File: config.mk
export PLATFORM = sky130hd
export DESIGN_NAME = lib_voq_input_buffer_flat
export DESIGN_NICKNAME = d
export VERILOG_FILES = /design/src/rtl/lib_voq_input_buffer_if.sv /design/src/rtl/lib_voq_input_buffer.sv /design/src/flat_wrapper.sv
export SDC_FILE = /design/constraint.sdc
export NUM_CORES = 1
export LEC_CHECK = 0
export CORE_ASPECT_RATIO = 0.5
export CORE_MARGIN = 10
export CORE_UTILIZATION = 54
export CTS_BUF_LIST = sky130_fd_sc_hd__clkbuf_2
export CTS_CLUSTER_SIZE = 25
export DETAILED_ROUTE_END_ITERATION = 12
export PLACE_DENSITY = 0.78
export SLEW_MARGIN = 5
export SYNTH_ARGS = -nofsm -noshare
export SYNTH_HDL_FRONTEND = slang
export SYNTH_SLANG_ARGS = --single-unit
File: constraint.sdc
create_clock -name clk -period 4.6 [get_ports clk]
set_input_delay 0.69 -clock clk [delete_from_list [all_inputs] [get_ports clk]]
set_output_delay 0.69 -clock clk [all_outputs]
set_load 0.02 [all_outputs]
File: src/rtl/lib_voq_input_buffer_if.sv
// ---------------------------------------------------------------------------
// lib_voq_input_buffer_if
//
// Bundles the signals between one input's VOQ buffer, its upstream word
// source, and the allocator and crossbar.
//   i_data/i_dest/i_valid : incoming word, its destination output, and a strobe
//   o_ready               : the addressed VOQ has room (combinational)
//   o_request [0:M-1]     : request row to the allocator (bit k = VOQ k non-empty)
//   i_grant   [0:M-1]     : this input's grant row from the allocator
//   o_valid/o_data/o_dest : registered popped word and the VOQ it came from
//   o_error               : registered one-cycle pulse on an illegal grant
// Modports: master = source/allocator side, slave = the buffer.
// ---------------------------------------------------------------------------
interface lib_voq_input_buffer_if #(
  parameter int M     = 4,
  parameter int WIDTH = 32
) ();
  localparam int DW = $clog2(M);

  logic [WIDTH-1:0] i_data;
  logic [DW-1:0]    i_dest;
  logic             i_valid;
  logic             o_ready;
  logic [0:M-1]     o_request;
  logic [0:M-1]     i_grant;
  logic             o_valid;
  logic [WIDTH-1:0] o_data;
  logic [DW-1:0]    o_dest;
  logic             o_error;

  modport master (
    output i_data, i_dest, i_valid, i_grant,
    input  o_ready, o_request, o_valid, o_data, o_dest, o_error
  );

  modport slave (
    input  i_data, i_dest, i_valid, i_grant,
    output o_ready, o_request, o_valid, o_data, o_dest, o_error
  );
endinterface

File: src/rtl/lib_voq_input_buffer.sv
// ---------------------------------------------------------------------------
// lib_voq_input_buffer
//
// Per-input virtual output queue buffer. Holds M independent FIFOs (one per
// output) of DEPTH words each, so a stalled output never blocks words queued
// for the other outputs. Drives the allocator request row and pops the
// granted head-of-line word into a register for the crossbar.
//
// Ports:
//   clk   : single clock, all state updates on the rising edge
//   reset : synchronous, active-high; clears pointers, counts and outputs
//   bus   : lib_voq_input_buffer_if.slave (see interface header)
// ---------------------------------------------------------------------------
module lib_voq_input_buffer #(
  parameter int M     = 4,
  parameter int DEPTH = 4,
  parameter int WIDTH = 32
) (
  input  logic                   clk,
  input  logic                   reset,
  lib_voq_input_buffer_if.slave  bus
);
  localparam int DW = $clog2(M);
  localparam int PW = $clog2(DEPTH);
  localparam int CW = $clog2(DEPTH + 1);

  // Shared storage; VOQ k occupies entries {k, ptr}.
  logic [WIDTH-1:0] mem [M*DEPTH];

  logic [PW-1:0]    wr_ptr_reg [M];
  logic [PW-1:0]    rd_ptr_reg [M];
  logic [CW-1:0]    count_reg  [M];
  logic [CW-1:0]    count_next [M];
  logic [0:M-1]     request_reg;

  logic [M-1:0]     push_vec;
  logic [M-1:0]     pop_vec;
  logic [0:M-1]     grant_hit;
  logic             ready;
  logic             push;
  logic             pop_any;
  logic [DW-1:0]    pop_idx;
  logic             error_next;

  logic             valid_reg;
  logic             error_reg;
  logic [WIDTH-1:0] data_reg;
  logic [DW-1:0]    dest_reg;

  // Room is judged on the current count only; a same-cycle pop does not
  // free a slot early.
  assign ready = (count_reg[bus.i_dest] != CW'(DEPTH));
  assign push  = bus.i_valid && ready;

  // Honour the lowest-index granted bit that actually has a request.
  // Grants on empty VOQs and multi-bit grants are flagged as errors.
  always_comb begin
    grant_hit  = bus.i_grant & request_reg;
    pop_any    = 1'b0;
    pop_idx    = '0;
    for (int k = M - 1; k >= 0; k--) begin
      if (grant_hit[k]) begin
        pop_any = 1'b1;
        pop_idx = DW'(k);
      end
    end
    error_next = ($countones(bus.i_grant) > 1) || (|(bus.i_grant & ~request_reg));
  end

  genvar gi;
  generate
    for (gi = 0; gi < M; gi++) begin : g_voq
      assign push_vec[gi]   = push && (bus.i_dest == DW'(gi));
      assign pop_vec[gi]    = pop_any && (pop_idx == DW'(gi));
      // Simultaneous push and pop leaves the count unchanged.
      assign count_next[gi] = count_reg[gi] + CW'(push_vec[gi]) - CW'(pop_vec[gi]);
    end
  endgenerate

  // Per-VOQ pointer/count state. Pointers wrap naturally as DEPTH is a
  // power of two. Request is derived from the next count so it never lags
  // a pop of the last word.
  always_ff @(posedge clk) begin
    if (reset) begin
      for (int k = 0; k < M; k++) begin
        wr_ptr_reg[k] <= '0;
        rd_ptr_reg[k] <= '0;
        count_reg[k]  <= '0;
      end
      request_reg <= '0;
    end else begin
      for (int k = 0; k < M; k++) begin
        if (push_vec[k]) wr_ptr_reg[k] <= wr_ptr_reg[k] + PW'(1);
        if (pop_vec[k])  rd_ptr_reg[k] <= rd_ptr_reg[k] + PW'(1);
        count_reg[k]   <= count_next[k];
        request_reg[k] <= (count_next[k] != '0);
      end
    end
  end

  // Storage write port; contents survive reset, but no write happens in
  // the reset cycle.
  always_ff @(posedge clk) begin
    if (push && !reset) begin
      mem[{bus.i_dest, wr_ptr_reg[bus.i_dest]}] <= bus.i_data;
    end
  end

  // Registered read of the granted head word.
  always_ff @(posedge clk) begin
    if (reset) begin
      valid_reg <= 1'b0;
      error_reg <= 1'b0;
      data_reg  <= '0;
      dest_reg  <= '0;
    end else begin
      valid_reg <= pop_any;
      error_reg <= error_next;
      if (pop_any) begin
        data_reg <= mem[{pop_idx, rd_ptr_reg[pop_idx]}];
        dest_reg <= pop_idx;
      end
    end
  end

  assign bus.o_ready   = ready;
  assign bus.o_request = request_reg;
  assign bus.o_valid   = valid_reg;
  assign bus.o_data    = data_reg;
  assign bus.o_dest    = dest_reg;
  assign bus.o_error   = error_reg;
endmodule
File: src/flat_wrapper.sv
// flat-port wrapper written by rule: the top's interface ports become plain ports
module lib_voq_input_buffer_flat 
#(
  parameter int M     = 4,
  parameter int DEPTH = 4,
  parameter int WIDTH = 32
)
  (clk, reset, bus_i_data, bus_i_dest, bus_i_valid, bus_i_grant, bus_o_ready, bus_o_request, bus_o_valid, bus_o_data, bus_o_dest, bus_o_error);
  lib_voq_input_buffer_if #(.M(M), .WIDTH(WIDTH)) bus_i ();
  input  logic clk;
  input  logic reset;
  input wire logic [$bits(bus_i.i_data)-1:0] bus_i_data;
  input wire logic [$bits(bus_i.i_dest)-1:0] bus_i_dest;
  input wire logic [$bits(bus_i.i_valid)-1:0] bus_i_valid;
  input wire logic [$bits(bus_i.i_grant)-1:0] bus_i_grant;
  output wire logic [$bits(bus_i.o_ready)-1:0] bus_o_ready;
  output wire logic [$bits(bus_i.o_request)-1:0] bus_o_request;
  output wire logic [$bits(bus_i.o_valid)-1:0] bus_o_valid;
  output wire logic [$bits(bus_i.o_data)-1:0] bus_o_data;
  output wire logic [$bits(bus_i.o_dest)-1:0] bus_o_dest;
  output wire logic [$bits(bus_i.o_error)-1:0] bus_o_error;
  assign bus_i.i_data = bus_i_data;
  assign bus_i.i_dest = bus_i_dest;
  assign bus_i.i_valid = bus_i_valid;
  assign bus_i.i_grant = bus_i_grant;
  assign bus_o_ready = bus_i.o_ready;
  assign bus_o_request = bus_i.o_request;
  assign bus_o_valid = bus_i.o_valid;
  assign bus_o_data = bus_i.o_data;
  assign bus_o_dest = bus_i.o_dest;
  assign bus_o_error = bus_i.o_error;
  lib_voq_input_buffer #(.M(M), .DEPTH(DEPTH), .WIDTH(WIDTH)) u_core (.clk(clk), .reset(reset), .bus(bus_i));
endmodule
==> metrics.cfg <==
[logic_synthesis]
synthCells=1546
seq_area_frac_synth=0.749
async_flop_share=0
synth_cell_types=47
synth.ff_latch_count=580
synth_nets=1602
avgSynthCellArea_um2=14.6
yosysWarningCount=0
synth_edf_count=528
synth_ff_type=edfxtp_1
netlist_area_um2=22600

[cts]
cts_hold_buffers=0
max-clock-path-buffers=3
cts_setup_buffers=0
clkSlewWorstSetupHoldPaths_ps=110
clockRootBuffer=clkbuf_2
cts_tree=yes
cts_resized=0
htree_levels=3
cts_sinks=580
clkLatencyLatePin_ps=1130
numCtsBuffers=121

[timing]
setup_slack_ps=1020
rsz0062_at_grt=no
holdWs_ps=300
setup_viol=0
fmax_mhz=279
min_period_over_period=0.778
timing.slew.headroom=0.279
finalMaxSlewViolations=0
finalClockSkew_ps=128
hold_viol=0
fin_crit_ps=3580
tightest_slew_ps=1080
fin_setup_tns_ps=0

[global_routing]
grt.overflow.total=0
antenna_found_initial=2
grt_max_degree=80
grt_pass1_wl_um=82200
grt_pass1_vias=13575
grt_use_total=0.215

[detailed_routing]
drt_iter0_markers=2031
ant_nets=0
first_pass_iters=5
drt-total-wl_um=55000
via_count=13932
wire_per_inst_um=23.3
viasPerCell=5.91
post-route-drc-count=0

[power]
p_sw_mw=4.63
p_comb_frac=0.300
ir_drop_mv=0.644
power_frac_clock=0.235
p_int_mw=8.69
power_frac_seq=0.465
swShare=0.348
powerDensity_nw_per_um2=526
leakage_nw=9.00

[place]
dp_hpwl_um=32600
dpl_cell_area_um2=24200
placed_cells=2129
place.gp.congestion=0.811
pre_cts_slack_ps=674
port_buffers=81

[worst_setup_path]
critical_path_class=flip-flop to output port
crit_buf_inv=1
arrival_ps=2890
r2r_setup_slack_ps=1450
critPathTopFamily=buffers and inverters
path_cells=or4b_1 > o311ai_0 > o31ai_1 > clkdlybuf4s50_1
cp_slowest_cell=clkdlybuf4s50_1
crit_path_end_kind=output port
required_ps=3910
worst_setup_path_start_kind=flip-flop
slowest_delay_ps=610
critical_path.max_fanout=4

[finish]
layout_common_cells=edfxtp_1, nand2_1, clkbuf_2
drive_gt1_frac=0.161
largest_reg_flops=512
fin_area_um2=25300
syn2layout_area_growth_pct=12.4
fin_nets=1768
finalNonFillerCells=2358
layout_commonest_cell=edfxtp_1

[min_path]
hold_class=input port to flip-flop

[floorplan]
fp.dieW_um=309
die_y_um=165
core_um2=40900
die_area_um2=50800
num_rows=52
start_util=0.552
ioPinCount=82

[run]
maxCapViolations=0

[run_status]
status=completed

==> stage by stage <==
stage,total power [mW],util
after floorplan,9.02,-
after global placement,10.2,0.592
after detailed placement,10.3,0.592
after CTS,13.3,0.620
after global routing,13.9,0.620
final,13.3,0.620
==> layer usage <==
layer | global-route usage | wire (µm) | up-vias
met1 | 0.297 | 22000 | 6769
met2 | 0.320 | 24800 | 914
met5 | 0 | 12 | -
li1 | - | - | 6188
met3 | 0.0717 | 7300 | 59
met4 | 0.0676 | 896 | 2
==> worst paths after layout <==
kind                                 startpoint                                 end  depth (start not counted)
max           u_core.count_reg[1][1]$_SDFF_PP0_                         bus_o_ready                          4
min                                       reset   u_core.count_reg[2][2]$_SDFF_PP0_                          2
min reg2reg  u_core.bus.o_data[31]$_SDFFE_PP0P_  u_core.bus.o_data[31]$_SDFFE_PP0P_                          2
max reg2reg  u_core.bus.o_request[1]$_SDFF_PP0_  u_core.bus.o_data[13]$_SDFFE_PP0P_                          9
==> cells by family after synthesis <==
group,synth area share
flops,0.749
xor+xnor,0.00621
fa+ha+maj,0.00999
compound gates,0.0626
buf+inv,0.0260
mux,0.0588
simple gates,0.0872
==> cells in the mapped netlist (all sizes together) (2+ instances only) <==
library cell,count,share of area
edfxtp,528,0.70
nand2,268,0.045
a21oi,135,0.030
mux2i,128,0.057
nor2,75,0.012
o22ai,64,0.018
dfxtp,52,0.046
clkbuf,44,0.0075
buf,42,0.015
nor3,40,0.0089
nor4,34,0.0094
a211oi,32,0.011
inv,22,0.0037
xnor2,16,0.0062
ha,10,0.0055
nor2b,9,0.0025
or2,8,0.0022
nand2b,7,0.0019
or3,6,0.0019
fa,5,0.0044
a22oi,2,0.00067
and2,2,0.00055
mux4,2,0.0020
nand3,2,0.00044
==> final cells by class <==
| cell class | count | area [µm²] |
|---|---|---|
| Clock buffer | 196 | 981 |
| Fill cell | 2935 | 15500 |
| Timing Repair Buffer | 129 | 1320 |
| Sequential cell | 580 | 16900 |
| Tap cell | 540 | 676 |
| Clock inverter | 32 | 169 |
| Antenna cell | 1 | 2.50 |
| Multi-Input combinational cell | 858 | 5220 |
| Inverter | 22 | 82.6 |
==> power groups by stage <==
stage	logic (mW)	clock network [mW]	registers, mW
after detailed placement	3.94	0	6.31
final	4.00	3.13	6.19
after global placement	3.87	0	6.31
after floorplan	2.57	0	6.44
after global routing	4.29	3.45	6.21
after CTS	3.96	3.17	6.19
No activity file was read; power rests on OpenSTA's default activity.
